$ cat config.mk
export PLATFORM = sky130hd
export DESIGN_NAME = mips_trace_buffer
export DESIGN_NICKNAME = d
export VERILOG_FILES = /design/src/rtl/mips_trace_buffer.sv
export SDC_FILE = /design/constraint.sdc
export NUM_CORES = 2
export LEC_CHECK = 0
export ABC_AREA = 1
export CORE_UTILIZATION = 35
export CTS_CLUSTER_DIAMETER = 60
export DETAILED_ROUTE_END_ITERATION = 8
export PLACE_DENSITY = 0.51
export SLEW_MARGIN = 5
export SYNTH_ARGS = -nofsm -noshare
export SYNTH_HDL_FRONTEND = slang
export SYNTH_SLANG_ARGS = --single-unit
$ cat constraint.sdc
create_clock -name clk -period 7.63 [get_ports clk]
set_input_delay 0.763 -clock clk [delete_from_list [all_inputs] [get_ports clk]]
set_output_delay 0.763 -clock clk [all_outputs]
set_load 0.05 [all_outputs]
$ cat src/rtl/mips_trace_buffer.sv
// Circular trace RAM for retired MIPS instructions with PC trigger,
// post-trigger window and oldest-first valid/ready replay.
module mips_trace_buffer #(
    parameter int XLEN      = 32,
    parameter int DEPTH     = 16,
    parameter int POST_TRIG = 4,
    parameter int PTR_W     = $clog2(DEPTH)
) (
    input  logic              clk,
    input  logic              rst_n,
    input  logic              arm,
    input  logic              clear,
    input  logic              mode,
    input  logic              trig_en,
    input  logic [XLEN-1:0]   trig_pc,
    input  logic              ev_valid,
    input  logic [XLEN-1:0]   pc,
    input  logic [XLEN-1:0]   instr,
    input  logic              mem_we,
    input  logic [XLEN-1:0]   mem_addr,
    input  logic [XLEN-1:0]   mem_wd,
    input  logic              rd_ready,
    output logic              rd_valid,
    output logic [4*XLEN:0]   rd_data,
    output logic [1:0]        state,
    output logic [PTR_W:0]    count,
    output logic              triggered,
    output logic              overflow
);

    localparam int PT = (POST_TRIG > DEPTH - 1) ? DEPTH - 1 : POST_TRIG;
    localparam int EW = 4 * XLEN + 1;
    localparam logic [PTR_W-1:0] PT_LAST = PTR_W'((PT == 0) ? 0 : PT - 1);
    localparam logic [PTR_W:0] FULL = (PTR_W + 1)'(DEPTH);
    localparam logic [PTR_W:0] NEAR = (PTR_W + 1)'(DEPTH - 1);

    typedef enum logic [1:0] {
        S_IDLE  = 2'd0,
        S_ARMED = 2'd1,
        S_POST  = 2'd2,
        S_DONE  = 2'd3
    } state_e;

    state_e            state_q, state_d;
    logic [PTR_W-1:0]  wr_ptr_q, wr_ptr_d;
    logic [PTR_W-1:0]  rd_ptr_q, rd_ptr_d;
    logic [PTR_W-1:0]  post_q, post_d;
    logic [PTR_W:0]    count_q, count_d;
    logic              trig_q, trig_d;
    logic              ovf_q, ovf_d;
    logic              rv_q, rv_d;
    logic [EW-1:0]     rdat_q, rdat_d;
    logic [EW-1:0]     mem_q [DEPTH];

    logic cap, hit, full, hs, we;

    always_comb begin
        cap = ev_valid && (!mode || mem_we)
              && (state_q == S_ARMED || state_q == S_POST);
        hit = (state_q == S_ARMED) && trig_en && ev_valid && (pc == trig_pc);
        full = (count_q == FULL);
        hs = rv_q && rd_ready;
        we = 1'b0;
        state_d  = state_q;
        wr_ptr_d = wr_ptr_q;
        rd_ptr_d = rd_ptr_q;
        post_d   = post_q;
        count_d  = count_q;
        trig_d   = trig_q;
        ovf_d    = ovf_q;
        rv_d     = rv_q;
        rdat_d   = rdat_q;
        if (clear) begin
            state_d  = S_IDLE;
            wr_ptr_d = '0;
            rd_ptr_d = '0;
            post_d   = '0;
            count_d  = '0;
            trig_d   = 1'b0;
            ovf_d    = 1'b0;
            rv_d     = 1'b0;
        end else begin
            unique case (state_q)
                S_IDLE: begin
                    if (arm) begin
                        state_d  = S_ARMED;
                        wr_ptr_d = '0;
                        rd_ptr_d = '0;
                        post_d   = '0;
                        count_d  = '0;
                        trig_d   = 1'b0;
                        ovf_d    = 1'b0;
                        rv_d     = 1'b0;
                    end
                end
                S_ARMED, S_POST: begin
                    if (cap) begin
                        we = 1'b1;
                        wr_ptr_d = wr_ptr_q + 1'b1;
                        // Full ring: drop the oldest entry to make room
                        if (full) begin
                            rd_ptr_d = rd_ptr_q + 1'b1;
                            ovf_d = 1'b1;
                        end else begin
                            count_d = count_q + 1'b1;
                        end
                    end
                    if (state_q == S_ARMED) begin
                        if (hit) begin
                            trig_d  = 1'b1;
                            post_d  = '0;
                            state_d = (PT == 0) ? S_DONE : S_POST;
                        end else if (!trig_en && cap && count_q >= NEAR) begin
                            state_d = S_DONE;
                        end
                    end else if (cap) begin
                        post_d = post_q + 1'b1;
                        if (post_q == PT_LAST) state_d = S_DONE;
                    end
                end
                S_DONE: begin
                    if (hs) begin
                        rv_d     = 1'b0;
                        rd_ptr_d = rd_ptr_q + 1'b1;
                        count_d  = count_q - 1'b1;
                        if (count_q == 1) state_d = S_IDLE;
                    end else if (!rv_q) begin
                        if (count_q != 0) begin
                            rv_d   = 1'b1;
                            rdat_d = mem_q[rd_ptr_q];
                        end else begin
                            state_d = S_IDLE;
                        end
                    end
                end
            endcase
        end
    end

    always_ff @(posedge clk or negedge rst_n) begin
        if (!rst_n) begin
            state_q  <= S_IDLE;
            wr_ptr_q <= '0;
            rd_ptr_q <= '0;
            post_q   <= '0;
            count_q  <= '0;
            trig_q   <= 1'b0;
            ovf_q    <= 1'b0;
            rv_q     <= 1'b0;
            rdat_q   <= '0;
        end else begin
            state_q  <= state_d;
            wr_ptr_q <= wr_ptr_d;
            rd_ptr_q <= rd_ptr_d;
            post_q   <= post_d;
            count_q  <= count_d;
            trig_q   <= trig_d;
            ovf_q    <= ovf_d;
            rv_q     <= rv_d;
            rdat_q   <= rdat_d;
        end
    end

    always_ff @(posedge clk) begin
        if (we) mem_q[wr_ptr_q] <= {mem_we, pc, instr, mem_addr, mem_wd};
    end

    assign rd_valid  = rv_q;
    assign rd_data   = rdat_q;
    assign state     = state_q;
    assign count     = count_q;
    assign triggered = trig_q;
    assign overflow  = ovf_q;

endmodule

Word-level counts from Yosys, hierarchy flattened
Memory sizes are Yosys's and may differ from the RTL's. A register that Yosys moved wholly into a read port is not among the register bits.
Cells that the tools add are included.
- bits of input ports: 169
- memories kept: 1
- memory bits (writable): 2064
- bits in registers: 22
- output and inout bits: 139
- memories (memory ; depth ; bits a word ; read ports ; clocked after Yosys merged registers in ; write ports ; RTL line ; RTL):
    mem_q ; 16 ; 129 ; 1 ; 1 ; 1 ; 53 ; logic [EW-1:0] mem_q [DEPTH];
- multiplexer cells: 51
- magnitude comparators: 1
- reduce and logical (&&, ||, !) cells: 27
- add/subtract/negate cells: 5
- bitwise logic cells: 3
- equality and inequality tests: 21
- operator list (kind ; count):
    $mux W4 ; 11
    $eq A32 B32 Y1 ; 1
    $mux W5 ; 5
    $ne A4 B4 Y1 const B ; 6
    $mux W2 ; 11
    $ne A3 B3 Y1 const B ; 7
    $reduce_and A4 Y1 ; 5
    $mux W1 ; 16
    $pmux W4 S2 ; 2
    $pmux W5 S3 ; 1
    $add A4 B1 Y4 const B ; 3
    $pmux W4 S3 ; 1
    $logic_and A1 B1 Y1 ; 8
    $reduce_and A7 Y1 ; 1
    $pmux W1 S2 ; 3
    $pmux W2 S3 ; 1
    $reduce_bool A3 Y1 ; 2
    $add A5 B1 Y5 const B ; 1
    $eq A5 B1 Y1 const B ; 1
    $eq A5 B5 Y1 const B ; 1
    $ge A5 B4 Y1 const B ; 1
    $ne A5 B5 Y1 const B ; 1
    $reduce_and A5 Y1 ; 1
    $reduce_bool A5 Y1 ; 1
    other kinds (11) ; 17

Longest topological paths before layout
- word-level depth: 11
- mapped depth: 14

Least setup slack after synthesis
No wires, ideal clock.
- kind: reg-to-reg
- start point: register state_q[0] (netlist: state[0])
- end point: memory mem_q[0][0] in the netlist's numbering (enable)
- stages on the path, launching flop included: 9
- data required time: 7011 ps
- path slack: -300 ps
- setup time: 619 ps
- arrival: 7311 ps
- clock period less this slack: 7930 ps
- cell sequence: dfrtp_1 -> inv_1 -> ha_1 -> inv_1 -> nor2_2 -> inv_1 -> nor2_1 -> nand2_1 -> nor2_1
- word-level cells in the longest chain between the ends: 8
- elaborated cells on any way between the ends: 10
- classes of those cells: eq/ne: 2; mux: 5; reduce/logical: 3
- RTL lines (item ; RTL line ; RTL):
    from (decl) ; 44 ; state_e state_q, state_d;
    from (signal assigned) ; 152 ; state_q <= state_d;
    $eq A2 B1 Y1 or $eq A2 B2 Y1 (tied branches) ; 59, 83 ;
    $logic_or A1 B1 Y1 ; 59 ; && (state_q == S_ARMED || state_q == S_POST);
    $logic_and A1 B1 Y1 ; 59 ;
    $mux W1 ; 97 ; if (cap) begin
    $mux W1 (*) ; 83 ; unique case (state_q)
    $mux W1 (*) ; 73 ; if (clear) begin
    $mux W1 (*) ; 165 ; if (we) mem_q[wr_ptr_q] <= {mem_we, pc, instr, mem_addr, mem_wd};
    $mux W1 (implied by the code) (*) ; 165 ;
    to (decl) ; 53 ;
Every way passes the cells marked *; elsewhere a longest branch is shown, timed or not.

Worst setup path after layout
- start point: register state_q[0] (netlist: state[0])
- end point: memory mem_q[12][88] in the netlist's numbering (enable)
Same word-level chain as after synthesis.

==> results.md <==
- Outcome: complete, no violations
- Final ANT Viol Nets: 0
- Global-route wire length before repair: 363.2 mm
- Post-layout total power: 32810 uW
- Count of maximum capacitance violations: 0
- Share of the synthesized area in the top cell type: 0.7147
- Vias in the first global route: 53410
- Worst Path Max Fanout: 41
- Sequential share of the synthesized area: 0.7582
- Startpoint types: flop
- Crit. Startpoint: state[0]
- Lkg Pwr: 0.03348 uW
- Cell with the most instances after synthesis: edfxtp_1
- RSZ-0062 raised after global routing: false
- Initial antenna violation count: 16
- # DRC: 0
- Clock Path Buffers: 3
- Area grow syn2layout: 15.94%
- Critical Path Sink Type: flop
- DP Wirelength: 126.2 mm
- Crit Path Category: reg -> reg
- Post-Syn Instances: approximately 6600
- Clock latency on the worst-skew pair: ~0.88 ns
- CP arrival: 4.86 ns
- FF+latch area: about 0.066 sq mm
- Setup Skew: approximately 0.031 ns
- Pwr per Cell Area: 326.3 mW/mm^2
- Vias: 53880
- Post-place setup slack: 2.374 ns
- Fin. max-slew vios: 0
- Placer Congestion: 0.7677
- Synth Register Bits: 2215
- Area occupied by multi-input gates: 0.01861 sq mm
- Hold WS: roughly 0.48 ns
- Area of the mapped netlist: 0.08673 sq mm
- FF-to-FF Start: state[0]
- Avg Cell Area, Syn: about 13 sq um
- Slew headroom: 0.1960
- Routed vias/inst: between 5 and 6
- Largest area contributor in the netlist: edfxtp_1
- Layout fillers: 22750
- CTS Sinks: about 2200
- Global Route Usage Sum: 0.1944
- Worst-path clk slew: 0.06 ns
- Largest net degree at the start of global routing: 201
- Synth area leaders: edfxtp_1 71%, nor2_1 5.1%, o21ai_0 4.8%, dfrtp_1 4.4%, o22ai_1 4.0%
- Synth async-reset ratio: 0.06817
- Pre-antenna DRT Iters: 5
- Starting DRC count in detailed routing: 4516
- Worst slew pin tran: around 1.2 ns
- Die W: between 400 and 500 microns
- Synth unique cells: 41
- Class of the tightest hold or removal check: in -> async
- Tcrit/Tclk final: 0.5714
- Ys Warns: 0
- Post-Route WL: around 250 mm
- # setup viols final: 0
- CTS H-Tree Depth: 4
- Clock root buffer: clkbuf_16
- GR Overflow Total: 0
- Fmax: 229.4 MHz
- Port Buffers: roughly 300
- Crit path time final: 4.360 ns
- PnR worst setup slack: 3.270 ns
- Number of synthesized flops with an enable pin: 2064
- Net Count, Synth: 6782
- Row count: 182
- Cts repair resizes: 0
- Prevailing post-synth register cell: edfxtp_1
- Final net count: slightly below 7000
- Area of the core: 0.2462 sq mm
- Die Footprint: 0.2498 sq mm
- Fraction of layout instances using a drive strength above 1: 0.06948
- Most frequent cells after synthesis: 2064 x edfxtp_1, 1170 x nor2_1, 825 x o21ai_0
- Num CTS Buffers: 230
- Starting Density: 0.3523
- Post-CTS Setup Bufs: 0
- Hold Fails Final Rpt: 0
- Die Y: 499.8 microns
- # IOs: 308
- TritonCTS clock tree: done
- Critical Path RT: 8.13 ns
- Worst VDD drop: 0.2160 mV
- Wirelength per Cell: 23.89 microns
-- what timing repair did --
action,4_1_cts,5_1_grt
hold buffers,1,0
endpoints found under the hold margin,70,0
setup endpoints to repair,0,0
-- through the flow --
step,utilization,setup TNS [ns],instances,instance area [sq um]
floorplan,-,-619.81,6598,86730
global placement,0.3777,0,9856,92980
detailed placement,0.3777,0,9856,92980
CTS,0.4085,0,10290,100500
finish,0.4085,0,10300,100600
global route,0.4085,0,10290,100600
-- flip-flops by register name (all words and copies together), names as in the netlist --
register and count:
mem_q 2064, rd_data 129, count 5, post_q 4
rd_ptr_q 4, wr_ptr_q 4, state 2, overflow 1
rd_valid 1, triggered 1
-- path summary, 6_finish.rpt --
path                                       to  slack, ns  depth (start not counted)
worst min register to register    rd_data[75]       0.48                          2
worst min-delay path               rd_data[6]       0.48                          2
max in group asynchronous         rd_ptr_q[2]       6.10                          3
worst max register to register  mem_q[12][88]       3.27                          9
min in group clk                  rd_data[75]       0.48                          2
worst max-delay path            mem_q[12][88]       3.27                          9
-- per-layer routing --
metal / part of all wire / track usage
met1: 0.46 / 0.2744
met2: 0.47 / 0.3107
met4: 0.023 / 0.05438
met5: 0.00044 / 0
met3: 0.053 / 0.02981
-- logic make-up (layout without fill, tap and decap cells) --
logic type,after synthesis,in the layout,synth area share
flip-flops,2215,2215,0.7582
AO/OA/AOI/OAI,1899,1899,0.1205
AND/OR/NAND/NOR,1866,1866,0.08166
buffers and inverters,525,907,0.02862
multiplexers,65,65,0.007502
adder cells (fa/ha/maj),15,15,0.002164
XOR/XNOR,13,13,0.001313
other,0,3,0
-- cells in the final DEF, fill, tap and decap left out, types with 49 or more instances in the layout --
cell | Yosys | routed
o21ai_0 | 825 | 825
nor2_1 | 1170 | 1154
a21oi_1 | 133 | 133
dfrtp_1 | 151 | 147
clkdlybuf4s50_1 | 0 | 306
inv_1 | 74 | 73
nand2_1 | 656 | 655
clkbuf_1 | 201 | 49
edfxtp_1 | 2064 | 2064
clkinv_1 | 0 | 49
o21ai_1 | 346 | 346
buf_4 | 33 | 52
mux2i_1 | 65 | 65
clkbuf_16 | 0 | 232
o22ai_1 | 551 | 551
-- power by group --
group | internal, uW | switching, uW
registers | 13700 | 350
clock network | 6470 | 4770
logic | 2210 | 5340
total | 22300 | 10500
-- cell type report --
type                       instances  area share
timing repair buffer             391     0.04076
inverter                          81    0.003559
clock inverter                   147     0.01466
sequential                      2215      0.6541
multi-input combinational       3858      0.1851
tap                             3312     0.04121
clock buffer                     288     0.06052
antenna                            3  0.00007466
-- worst max-delay path, cell delays in order (launching register included) --
cell and delay, ns:
dfrtp_1 0.44, inv_1 0.09, ha_1 0.45, inv_1 0.18
nor2_2 0.22, inv_1 0.11, nor2_1 0.41, nand2_1 0.36
nor2_4 0.89, buf_4 0.73
No activity file was read; power rests on OpenSTA's default activity.
